$ cat src/rtl/tohost_monitor_pkg.sv
// Shared types and constants for the HTIF tohost/fromhost monitor.
// Holds the verdict state encoding, default register addresses and the store byte-merge helper.
package tohost_monitor_pkg;

    typedef enum logic [1:0] {
        ST_RUN  = 2'd0,
        ST_DONE = 2'd1,
        ST_TOUT = 2'd2
    } state_t;

    localparam logic [31:0] DEF_TOHOST_ADDR   = 32'h0000_1000;
    localparam logic [31:0] DEF_FROMHOST_ADDR = 32'h0000_1040;
    localparam logic [31:0] HTIF_PASS         = 32'h0000_0001;

    function automatic logic [31:0] byte_merge(
        input logic [31:0] old_val,
        input logic [31:0] wdata,
        input logic [3:0]  strb
    );
        logic [31:0] merged;
        merged = old_val;
        for (int i = 0; i < 4; i++) begin
            if (strb[i]) begin
                merged[8*i +: 8] = wdata[8*i +: 8];
            end
        end
        return merged;
    endfunction

endpackage

$ cat src/rtl/tohost_monitor_cycle_watchdog.sv
// Saturating cycle counter with an expire flag raised while the count sits one below the limit.
// The count holds on the expiring cycle so the reported value equals limit-1.
module cycle_watchdog #(
    parameter int CNT_W = 16
) (
    input  logic             clk,
    input  logic             rst_n,
    input  logic             i_en,
    input  logic [CNT_W-1:0] i_limit,
    output logic [CNT_W-1:0] o_count,
    output logic             o_expire
);

    localparam logic [CNT_W-1:0] ONE = {{(CNT_W-1){1'b0}}, 1'b1};

    logic [CNT_W-1:0] r_count;
    logic [CNT_W-1:0] w_limit_m1;
    logic             w_at_max;

    assign w_limit_m1 = i_limit - ONE;
    assign w_at_max   = &r_count;
    assign o_expire   = i_en && (r_count == w_limit_m1);
    assign o_count    = r_count;

    always_ff @(posedge clk or negedge rst_n) begin
        if (!rst_n) begin
            r_count <= '0;
        end else if (i_en && !o_expire && !w_at_max) begin
            r_count <= r_count + ONE;
        end
    end

endmodule

$ cat src/rtl/tohost_monitor.sv
// Memory-mapped HTIF tohost/fromhost responder that latches the riscv-tests verdict.
// Decodes data-bus hits, merges stores, answers one cycle later and tracks RUN/DONE/TOUT.
module tohost_monitor
    import tohost_monitor_pkg::*;
#(
    parameter logic [31:0] TOHOST_ADDR    = DEF_TOHOST_ADDR,
    parameter logic [31:0] FROMHOST_ADDR  = DEF_FROMHOST_ADDR,
    parameter int          TIMEOUT_CYCLES = 5000,
    parameter int          CNT_W          = 16
) (
    input  logic             clk,
    input  logic             rst,
    input  logic             req_valid,
    input  logic             req_we,
    input  logic [31:0]      req_addr,
    input  logic [31:0]      req_wdata,
    input  logic [3:0]       req_wstrb,
    output logic             req_ready,
    output logic             rsp_valid,
    output logic [31:0]      rsp_rdata,
    output logic             rsp_err,
    output logic             done,
    output logic             pass,
    output logic [30:0]      fail_num,
    output logic             timeout,
    output logic [CNT_W-1:0] cycles
);

    localparam logic [CNT_W-1:0] LIMIT = CNT_W'(TIMEOUT_CYCLES);

    state_t      r_state;
    state_t      w_state_nxt;

    logic [31:0] r_tohost;
    logic [31:0] r_fromhost;
    logic        r_sys_pend;
    logic        r_rsp_valid;
    logic        r_rsp_err;
    logic [31:0] r_rsp_rdata;
    logic        r_pass;
    logic [30:0] r_fail_num;

    logic        w_accept;
    logic        w_hit_to;
    logic        w_hit_from;
    logic        w_hit;
    logic        w_misal;
    logic        w_st_ok;
    logic        w_ld_ok;
    logic [31:0] w_from_cur;
    logic [31:0] w_to_merged;
    logic [31:0] w_from_merged;
    logic [31:0] w_rdata_ld;
    logic        w_to_store;
    logic        w_term;
    logic        w_syscall;
    logic        w_run;
    logic        w_expire;

    // Reset is the only thing that can hold the core off; the block never stalls.
    assign req_ready = rst;

    assign w_accept   = req_valid && req_ready;
    assign w_hit_to   = (req_addr[31:2] == TOHOST_ADDR[31:2]);
    assign w_hit_from = (req_addr[31:2] == FROMHOST_ADDR[31:2]);
    assign w_hit      = w_accept && (w_hit_to || w_hit_from);
    assign w_misal    = (req_addr[1:0] != 2'b00);
    assign w_st_ok    = w_hit && !w_misal && req_we;
    assign w_ld_ok    = w_hit && !w_misal && !req_we;

    // A syscall ack lands in fromhost on the following edge; forward it so a load issued meanwhile sees it.
    assign w_from_cur    = r_sys_pend ? HTIF_PASS : r_fromhost;
    assign w_to_merged   = byte_merge(r_tohost, req_wdata, req_wstrb);
    assign w_from_merged = byte_merge(w_from_cur, req_wdata, req_wstrb);
    assign w_rdata_ld    = w_hit_to ? r_tohost : w_from_cur;

    assign w_run      = (r_state == ST_RUN);
    assign w_to_store = w_st_ok && w_hit_to && w_run;
    assign w_term     = w_to_store && w_to_merged[0];
    assign w_syscall  = w_to_store && !w_to_merged[0] && (w_to_merged != 32'h0);

    cycle_watchdog #(
        .CNT_W (CNT_W)
    ) u_watchdog (
        .clk      (clk),
        .rst_n    (rst),
        .i_en     (w_run),
        .i_limit  (LIMIT),
        .o_count  (cycles),
        .o_expire (w_expire)
    );

    always_ff @(posedge clk or negedge rst) begin
        if (!rst) begin
            r_state <= ST_RUN;
        end else begin
            r_state <= w_state_nxt;
        end
    end

    // A terminating store wins over a watchdog expiry in the same cycle.
    always_comb begin
        w_state_nxt = r_state;
        case (r_state)
            ST_RUN: begin
                if (w_term) begin
                    w_state_nxt = ST_DONE;
                end else if (w_expire) begin
                    w_state_nxt = ST_TOUT;
                end
            end
            default: w_state_nxt = r_state;
        endcase
    end

    always_ff @(posedge clk or negedge rst) begin
        if (!rst) begin
            r_tohost    <= '0;
            r_fromhost  <= '0;
            r_sys_pend  <= 1'b0;
            r_rsp_valid <= 1'b0;
            r_rsp_err   <= 1'b0;
            r_rsp_rdata <= '0;
            r_pass      <= 1'b0;
            r_fail_num  <= '0;
        end else begin
            r_rsp_valid <= w_hit;
            r_rsp_err   <= w_hit && w_misal;
            r_rsp_rdata <= w_ld_ok ? w_rdata_ld : 32'h0;
            r_sys_pend  <= w_syscall;

            if (w_to_store) begin
                r_tohost <= w_to_merged;
            end

            if (w_st_ok && w_hit_from) begin
                r_fromhost <= w_from_merged;
            end else if (r_sys_pend) begin
                r_fromhost <= HTIF_PASS;
            end

            if (w_term) begin
                r_pass     <= (w_to_merged == HTIF_PASS);
                r_fail_num <= w_to_merged[31:1];
            end
        end
    end

    assign rsp_valid = r_rsp_valid;
    assign rsp_err   = r_rsp_err;
    assign rsp_rdata = r_rsp_rdata;
    assign done      = (r_state == ST_DONE);
    assign timeout   = (r_state == ST_TOUT);
    assign pass      = r_pass;
    assign fail_num  = r_fail_num;

endmodule

$ cat config.mk
export PLATFORM = sky130hd
export DESIGN_NAME = tohost_monitor
export DESIGN_NICKNAME = d
export VERILOG_FILES = /design/src/rtl/tohost_monitor_pkg.sv /design/src/rtl/tohost_monitor_cycle_watchdog.sv /design/src/rtl/tohost_monitor.sv
export SDC_FILE = /design/constraint.sdc
export NUM_CORES = 1
export LEC_CHECK = 0
export CELL_PAD_IN_SITES_DETAIL_PLACEMENT = 0
export CELL_PAD_IN_SITES_GLOBAL_PLACEMENT = 1
export CORE_MARGIN = 2
export CORE_UTILIZATION = 37
export CTS_BUF_LIST = sky130_fd_sc_hd__clkbuf_4
export DETAILED_ROUTE_END_ITERATION = 12
export PLACE_DENSITY_LB_ADDON = 0.1
export SYNTH_ARGS = -nofsm -noshare
export SYNTH_HDL_FRONTEND = slang
export SYNTH_SLANG_ARGS = --single-unit
$ cat constraint.sdc
create_clock -name clk -period 2.1 [get_ports clk]
set_clock_uncertainty 0.1 [all_clocks]
set_input_delay 0.315 -clock clk [delete_from_list [all_inputs] [get_ports clk]]
set_output_delay 0.315 -clock clk [all_outputs]
set_load 0.005 [all_outputs]
; ---- Yosys cells after proc, flatten, opt, wreduce, memory -nomap -nowiden
; Cells that the tools add are included.
[word_totals]
reg_bits = 149
wordCells = 58
output_inout_bits = 85
[op_classes]
n_addsub = 1
eq_ne = 6
n_reduce_logical = 27
muxes = 14
[ops]
columns = op, n
row1 = 32-bit two-way mux, 4
row2 = 8-bit two-way mux, 8
row3 = "30-bit by 11-bit equality test with 1-bit output, second input constant", 2
row4 = "32-bit by 1-bit equality test with 1-bit output, second input constant", 1
row5 = 32-bit nonzero test, 1
row6 = "16-bit by 1-bit adder with 16-bit output, second input constant", 1
row7 = "16-bit by 13-bit equality test with 1-bit output, second input constant", 1
row8 = 16-bit AND reduction, 1
row9 = 1-bit logical AND, 15
row10 = 1-bit logical NOT, 5
row11 = 2-bit two-way mux, 2
row12 = 2-bit nonzero test, 2
row13 = "2-bit by 1-bit equality test with 1-bit output, second input constant", 1
row14 = "2-bit equality test, second input constant", 1
row15 = 2-bit logical NOT, 1
row16 = 2-bit AND reduction, 1
row17 = 1-bit logical OR, 1

; ---- Logic depth before layout (Yosys ltp)
[depth]
word_depth = 10
ltp_mapped = 7

; ---- Hierarchy
; A second synthesis with hierarchy kept.
[hier_totals]
hier_cells = 583
hier_area_um2 = 7254.5
[by_module_without_submodules]
columns = mod, cells_each, area_each_um2, instances, seq_area_each_um2
row1 = tohost_monitor, 451, 5984.5, 1, 3328.2
row2 = cycle_watchdog, 132, 1270.0, 1, 400.4

; ---- Worst setup path before layout
; Ideal clock, no wire load.
[synth_timing]
path_kind = register to register
from = register u_watchdog.r_count[13] (netlist: u_watchdog.o_count[13])
to = register u_watchdog.r_count[1] (netlist: u_watchdog.o_count[1])
t_required_ps = 1875
setup_ps = 125
path_slack_ps = -46
path_stages_with_launch = 6
arrival_ps = 1921
path_buffers = 0
period_less_slack_ps = 2146
cell_sequence = dfrtp_1 -> or4b_2 -> nor4_4 -> o21ai_2 -> nand2_1 -> mux2_2
[synth_via]
elab_chain_cells = 5
word_cells_on_any_way = 7
classes_between = 1 x eq/ne / 6 x reduce/logical
[synth_lines]
columns = item, line_no
row1 = from (decl), tohost_monitor_cycle_watchdog.sv:16  ; logic [CNT_W-1:0] r_count;
row2 = from (signal assigned), tohost_monitor_cycle_watchdog.sv:29  ; r_count <= r_count + ONE;
row3 = 16-bit by 13-bit equality test with 1-bit output, tohost_monitor_cycle_watchdog.sv:22  ; assign o_expire = i_en && (r_count == w_limit_m1);
row4 = 1-bit logical AND, tohost_monitor_cycle_watchdog.sv:22
row5 = 1-bit logical NOT, tohost_monitor_cycle_watchdog.sv:28  ; end else if (i_en && !o_expire && !w_at_max) begin
row6 = 1-bit logical AND, tohost_monitor_cycle_watchdog.sv:28
row7 = 1-bit logical AND (*), tohost_monitor_cycle_watchdog.sv:28
; Mark *: on every way between the ends. The rest lies on a longest branch, timed or not.
; A chain may end at the register's enable or synchronous reset.

; ---- Worst setup path in the final report
[layout_timing]
from = input req_addr[25]
to = register r_fromhost[12]
[layout_via]
elab_chain_cells = 7
word_cells_on_any_way = 8
classes_between = 2 x eq/ne / 1 x mux / 5 x reduce/logical
[layout_lines]
columns = item, line_no
row1 = from (decl), tohost_monitor.sv:15  ; input logic [31:0] req_addr,
row2 = "30-bit by 11-bit equality test with 1-bit output, on equally long branches", "tohost_monitor.sv:64, tohost_monitor.sv:65"
row3 = 1-bit logical OR (*), tohost_monitor.sv:66  ; assign w_hit = w_accept && (w_hit_to || w_hit_from);
row4 = 1-bit logical AND (*), tohost_monitor.sv:66
row5 = net w_hit, tohost_monitor.sv:46  ; logic w_hit;
row6 = 1-bit logical AND (*) (2 in a row), tohost_monitor.sv:68  ; assign w_st_ok = w_hit && !w_misal && req_we;
row7 = 1-bit logical AND (*), tohost_monitor.sv:136  ; if (w_st_ok && w_hit_from) begin
row8 = 32-bit two-way mux (*), tohost_monitor.sv:136
row9 = to (signal assigned), tohost_monitor.sv:137  ; r_fromhost <= w_from_merged;
row10 = to (decl), tohost_monitor.sv:35  ; logic [31:0] r_fromhost;
; Mark *: on every way through the listed nets, which the timed path passes. The rest lies on a longest branch.

==> flow_metrics.env <==
export IMPL_grt_total_usage_pct=18.7
export IMPL_synth_top_family_by_area="multiplexers"
export IMPL_initial_core_util_pct=37.6
export IMPL_synth_compound_area_share_pct=1.36
export IMPL_syn_nets=585
export IMPL_chipWidth_um=139
export IMPL_nNetsFinal=832
export IMPL_final_util_pct=53.6
export IMPL_ys_types=39
export IMPL_clkLatencyLatePin_ns=0.54
export IMPL_synth_area_per_cell_um2=13.1
export IMPL_max_cap_viol_count=0
export IMPL_die_h_um=139
export IMPL_synth_edf_count=0
export IMPL_syn_cell_area_um2=6730
export IMPL_reg2reg_slack_ns=0.08
export IMPL_finalMaxSlewViolations=0
export IMPL_synthSimpleGateAreaFrac_pct=13.2
export IMPL_syn_inst=512
export IMPL_power_w=0.00494
export IMPL_port_buffers=156
export IMPL_vdd_ir_drop_max_v=0.000339
export IMPL_ys_dominant_reg_cell="dfrtp_1"
export IMPL_worstHoldPathType="in -> async"
export IMPL_grt_max_degree=150
export IMPL_post_route_period_util_pct=97.9
export IMPL_crit_type="in -> reg"
export IMPL_p_seq_share_pct=58.1
export IMPL_r2r_worst_path_cells=5
export IMPL_ys_ff_latch=149
export IMPL_setup_viol=0
export IMPL_antenna_left=0
export IMPL_rows=49
export IMPL_layout_drive_gt1_share_pct=34.6
export IMPL_yosys_top_cells_area="dfrtp_1 (55%), mux2_2 (21%), mux2i_1 (5.7%), nor2b_1 (3.0%), nor2_1 (2.4%)"
export IMPL_timing_rr_start="u_watchdog.o_count[5]$_DFFE_PN0P_"
export IMPL_fp_coreArea_um2=17900
export IMPL_viasPerCell=4.93
export IMPL_fillers=1573
export IMPL_area_growth_pct=42.7
export IMPL_wl_per_cell_um=17.4
export IMPL_timing_rr_end="u_watchdog.o_count[1]$_DFFE_PN0P_"
export IMPL_dieArea_um2=19300
export IMPL_synth_most_common_cell="dfrtp_1"
export IMPL_leakagePower_nw=4.51
export IMPL_yosysTopAreaCell="dfrtp_1"
export IMPL_yosys_warnings=0
export IMPL_cts_num_sinks=149
export IMPL_cts_buffers=17
export IMPL_synth_seq_area_share_pct=55.4
export IMPL_grt_pass1_vias=5455
export IMPL_switching_share_pct=23.5
export IMPL_fmax_mhz=486
export IMPL_drtIter0Drc=131
export IMPL_p_clk_share_pct=33.9
export IMPL_maxSlewHeadroom_pct=41.4
export IMPL_htreeDepth=4
export IMPL_clkTransAtPathRegs_ns=0.11
export IMPL_startpoint="req_addr[25]"
export IMPL_antenna_found_initial=1
export IMPL_pwr_share_comb_pct=8.0
export IMPL_hpwl_mm=12.5
export IMPL_async_flop_share_pct=100
export IMPL_clock_root_buffer="clkbuf_4"
export IMPL_worstSetupStartpointType="input port"
export IMPL_cp_arrival_ns=2.37
export IMPL_p_per_area_nw_per_um2=514
export IMPL_fin_crit_ns=2.06
export IMPL_intPower_w=0.00378
export IMPL_cts_tree="done"
export IMPL_drc_errors=0
export IMPL_crit_fanout=8
export IMPL_wl_mm=17.4
export IMPL_dp_cells=964
export IMPL_worstSetupEndpointType="flip-flop"
export IMPL_place_gp_congestion=0.776
export IMPL_synth_area_mux_share_pct=26.2
export IMPL_crit_required_ns=2.42
export IMPL_worst_pin_slew_ns=0.879
export IMPL_switchingPower_w=0.00116
export IMPL_hold_viol_final=0
export IMPL_synth_fa_ha_area_share_pct=0.186
export IMPL_grt_pass1_wl_mm=28.5
export IMPL_grt_overflow=0
export IMPL_status="completed"
export IMPL_clock_path_buffers=2
export IMPL_vias=4928
export IMPL_synth_top_area_share_pct=55.4
export IMPL_pin_count=157
export IMPL_yosys_area_share_xor_xnor_pct=1.82
export IMPL_dr_pass1_iters=5
export IMPL_layout_cells_non_filler=999
export IMPL_synth_common_cells="dfrtp_1 (149), mux2_2 (123), nor2_1 (43), mux2i_1 (38), nor2b_1 (32)"
[final cells by class]
cell class | count | area, um^2 | share of cell area [%]
antenna | 1 | 2.50 | 0.0261
clock buffer | 18 | 135 | 1.41
clock inverter | 11 | 114 | 1.19
multi-input combinational | 339 | 2930 | 30.5
tap | 229 | 287 | 2.98
inverter | 4 | 15.0 | 0.156
timing repair buffer | 248 | 2390 | 24.9
sequential | 149 | 3730 | 38.8
[cells in the final DEF (no fill, tap or decap), drive strengths merged, types with 4 or more instances in the layout]
master and n:
or4 5, nor2 43, clkbuf 18, mux2 123, nor2b 32, xnor2 12
a21oi 4, nand2 10, buf 92, nor3 13, inv 4, clkinv 5
mux2i 38, nor4 9, dfrtp 149, clkdlybuf4s50 153, nand4 14, clkinvlp 4
nand3 11
[timing repair]
item | in CTS | in global routing
pin swaps | 1 | 1
endpoints found under the hold margin | 149 | 0
setup buffers | 2 | 2
resized for setup | 5 | 6
hold buffers | 1 | 0
endpoints found under the setup margin | 5 | 13
[cell families after synthesis]
| group | Yosys count |
|---|---|
| flip-flops | 149 |
| AND/OR/NAND/NOR | 150 |
| AO/OA/AOI/OAI | 13 |
| buffers and inverters | 24 |
| adder cells (fa/ha/maj) | 1 |
| XOR/XNOR | 14 |
| multiplexers | 161 |
[power groups by stage]
stage / Clock (W) / Sequential, W / Combinational [W]
final: 0.00168 / 0.00287 / 0.000395
after global placement: 0 / 0.00292 / 0.000395
after global routing: 0.00187 / 0.00287 / 0.000431
after CTS: 0.00176 / 0.00287 / 0.000403
after detailed placement: 0 / 0.00292 / 0.000398
after floorplan: 0 / 0.00292 / 0.0000806
[per-layer routing]
layer | share of wire (%) | up-vias | global-route usage, %
li1 | - | 2331 | -
met1 | 46 | 2450 | 24.3
met2 | 48 | 125 | 30.8
met3 | 4.3 | 22 | 4.11
met4 | 2.2 | 0 | 7.07
met5 | 0 | - | 0
[worst max-delay path by stage]
stage / endpoint / slack (ns) / depth (start not counted)
6_report: r_fromhost[12]$_DFF_PN0_ / 0.04 / 9
5_1_grt: cycles[10] / -0.006 / 2
4_1_cts: u_watchdog.o_count[1]$_DFFE_PN0P_ / 0.01 / 5
3_5_place_dp: pass$_DFFE_PN0N_ / -0.58 / 7
3_3_place_gp: pass$_DFFE_PN0N_ / -0.55 / 7
2_1_floorplan: u_watchdog.o_count[1]$_DFFE_PN0P_ / 0.03 / 5
[critical path, cell delays in order]
cell and delay (ns):
clkdlybuf4s50_1 0.41, nor4_1 0.34, nand4_1 0.25, buf_4 0.21, nor3_4 0.14, buf_12 0.15
nand4_2 0.12, buf_12 0.17, mux2_2 0.26
[stage by stage]
step	instance area, um^2	hold WS [ns]	setup TNS, ns	setup slack, ns
after floorplan	6730	-0.0806	0	0.0296
after global placement	9270	0.388	-55.12	-0.550
after detailed placement	9270	0.394	-57.25	-0.580
after CTS	9560	0.276	0	0.0139
after global routing	9600	0.293	-0.00552	-0.00552
final	9600	0.320	0	0.0445
[sequential cells by signal, summed over array words and instances, names as in the netlist]
| signal | cells |
|---|---|
| pass | 1 |
| r_tohost | 32 |
| r_state | 2 |
| rsp_err | 1 |
| u_watchdog.o_count | 16 |
| rsp_rdata | 32 |
| r_sys_pend | 1 |
| r_fromhost | 32 |
| rsp_valid | 1 |
| fail_num | 31 |
(Power assumes the default switching activity.)
==> variant, RTL diff (same flow settings) <==
`CNT_W` is set to 16 in 2 places; all go to 32.
--- a/src/rtl/tohost_monitor_cycle_watchdog.sv
+++ b/src/rtl/tohost_monitor_cycle_watchdog.sv
@@ -2,5 +2,5 @@
 // The count holds on the expiring cycle so the reported value equals limit-1.
 module cycle_watchdog #(
-    parameter int CNT_W = 16
+    parameter int CNT_W = 32
 ) (
     input  logic             clk,
--- a/src/rtl/tohost_monitor.sv
+++ b/src/rtl/tohost_monitor.sv
@@ -7,5 +7,5 @@
     parameter logic [31:0] FROMHOST_ADDR  = DEF_FROMHOST_ADDR,
     parameter int          TIMEOUT_CYCLES = 5000,
-    parameter int          CNT_W          = 16
+    parameter int          CNT_W          = 32
 ) (
     input  logic             clk,
Ports: changed (resized cycles); port bits go from 157 to 173. No check against the original RTL was run, so the function may have changed too.
==> variant against the original RTL <==
  * Via count is 19% higher
  * Total power is 9.0% higher
  * Cell count is 17% higher
  * Cell area is 14% higher
  * Critical endpoint is now u_watchdog.o_count[15]
  * Synthesized cell count is 21% higher
  * Routed wire length is 21% higher
  * Fmax is 0.82% lower
  * Sequential share of layout area is 0.82 points lower
  * Setup slack worse by 17 ps
  * Sequential cell count is 16 higher
  * Core utilization hardly changed
  * Clock power is 8% higher
  * Count of clock-buffer cells in the layout is 1 lower
  * Synthesized area is 15% higher
  * Highest routed layer unchanged
==> variant: results (changes against the original RTL) <==
Number of DRC violations after detailed-routing iteration 0: 266 (+100%). The share of cells above drive strength 1 is 0.323 (-0.0227), and the global-route track usage on met2 is 0.338 (+0.0292). Counting instances in the post-synthesis netlist gives the leading cell types as sky130_fd_sc_hd__dfrtp_1, sky130_fd_sc_hd__mux2_2, sky130_fd_sc_hd__mux2i_1, sky130_fd_sc_hd__nor2_1, sky130_fd_sc_hd__nor2b_1. The tools report the combinational cell power as 0.383 mW (-3%). The logs give 1813 (+15%) for the count of fill cells added during filler insertion and 1111 (+15%) for the total instance count after detailed placement.

The first-pass GRT wire length was 34.0 mm (+19%); the clock slew at the register clock pins of the worst setup and hold paths was 150 ps (+40 ps). For the final cell count without fillers, the log shows 1164 (+17%). For the fraction of met1 tracks used by global routing, the log shows 0.253 (+0.0104). In the post-synthesis netlist, the biggest area contributors are sky130_fd_sc_hd__dfrtp_1, sky130_fd_sc_hd__mux2_2, sky130_fd_sc_hd__mux2i_1. Maximum resistive drop on vdd: 0.000279 V (-18%).

The tools report the number of multi-input combinational cells in the layout as 417 (+23%). The met3 routing resource usage after global routing is 0.0472 (+0.00615). The switching fraction of total power works out to 0.274 (+0.0390). The clock network latency to the later pin of the worst-skew pair came out at 580 ps (+40 ps).

The run finished with clean final reports. The total length of routed met2 wires is 10.7 mm (+28%). For the antenna diode count, the log shows 3 (+2).

The tools report the routability congestion estimate as 0.824 (+6.3%). The count of input and output buffers was 172 (+10%); the detailed-router iteration count before antenna repair was 4 (-1). The depth of the worst register-to-register path is 8 (+3), and the sum of net half-perimeters after detailed placement is 15.2 mm (+22%).
## variant: changes by cell type after synthesis, sizes merged, moves of 9 or more
cell	before	now
nor3	13	27
inv	4	13
mux2	123	113
mux2i	38	48
xor2	2	21
nand3	11	22
nor4	9	20
dfrtp	149	165
## variant: worst paths after layout
path	startpoint	endpoint	slack [ps]
worst max-delay path	u_watchdog.o_count[1]	u_watchdog.o_count[15]	30
worst min-delay path	rst	u_watchdog.o_count[30]	70
worst max register to register	u_watchdog.o_count[1]	u_watchdog.o_count[15]	30
worst min register to register	fail_num[24]	fail_num[24]	420
max in group asynchronous	rst	u_watchdog.o_count[4]	750
min in group clk	req_wdata[0]	r_fromhost[0]	290
## variant: critical path, delay by kind of cell (launching register included)
family	cells	cell delay, ps
and+or+nand+nor	3	690
DFF	1	440
buffers and inverters	2	330
xor gates and xnor gates	1	190
adders and majority gates	1	180
AOI/OAI and AO/OA	1	80
## variant: through the flow
step                      setup TNS (ps)  worst slack [ps]  power [mW]  instance area (um^2)
after floorplan                        0              72.3        3.32                  7720
final                                  0              27.6        5.38                 10900
after global placement            -59260              -510        3.62                 10300
after detailed placement          -60390              -535        3.63                 10300
after global routing                -454             -79.7        5.66                 10900
after CTS                              0              1.02        5.47                 10700
## variant: repair_timing
action | in CTS | in global routing
endpoints found under the hold margin | 150 | 0
gates resized for setup | 11 | 42
pin swaps | 0 | 7
gates cloned | 0 | 0
buffers inserted | 6 | 11
setup endpoints to repair | 20 | 52
hold buffers | 1 | 0
## variant: cell families after synthesis
family | Yosys count | synth area share
adders and majority gates | 1 | 0.00162
buffers and inverters | 39 | 0.0274
muxes | 161 | 0.227
xor gates and xnor gates | 31 | 0.0352
DFF | 165 | 0.535
AOI/OAI and AO/OA | 15 | 0.0121
and+or+nand+nor | 209 | 0.162
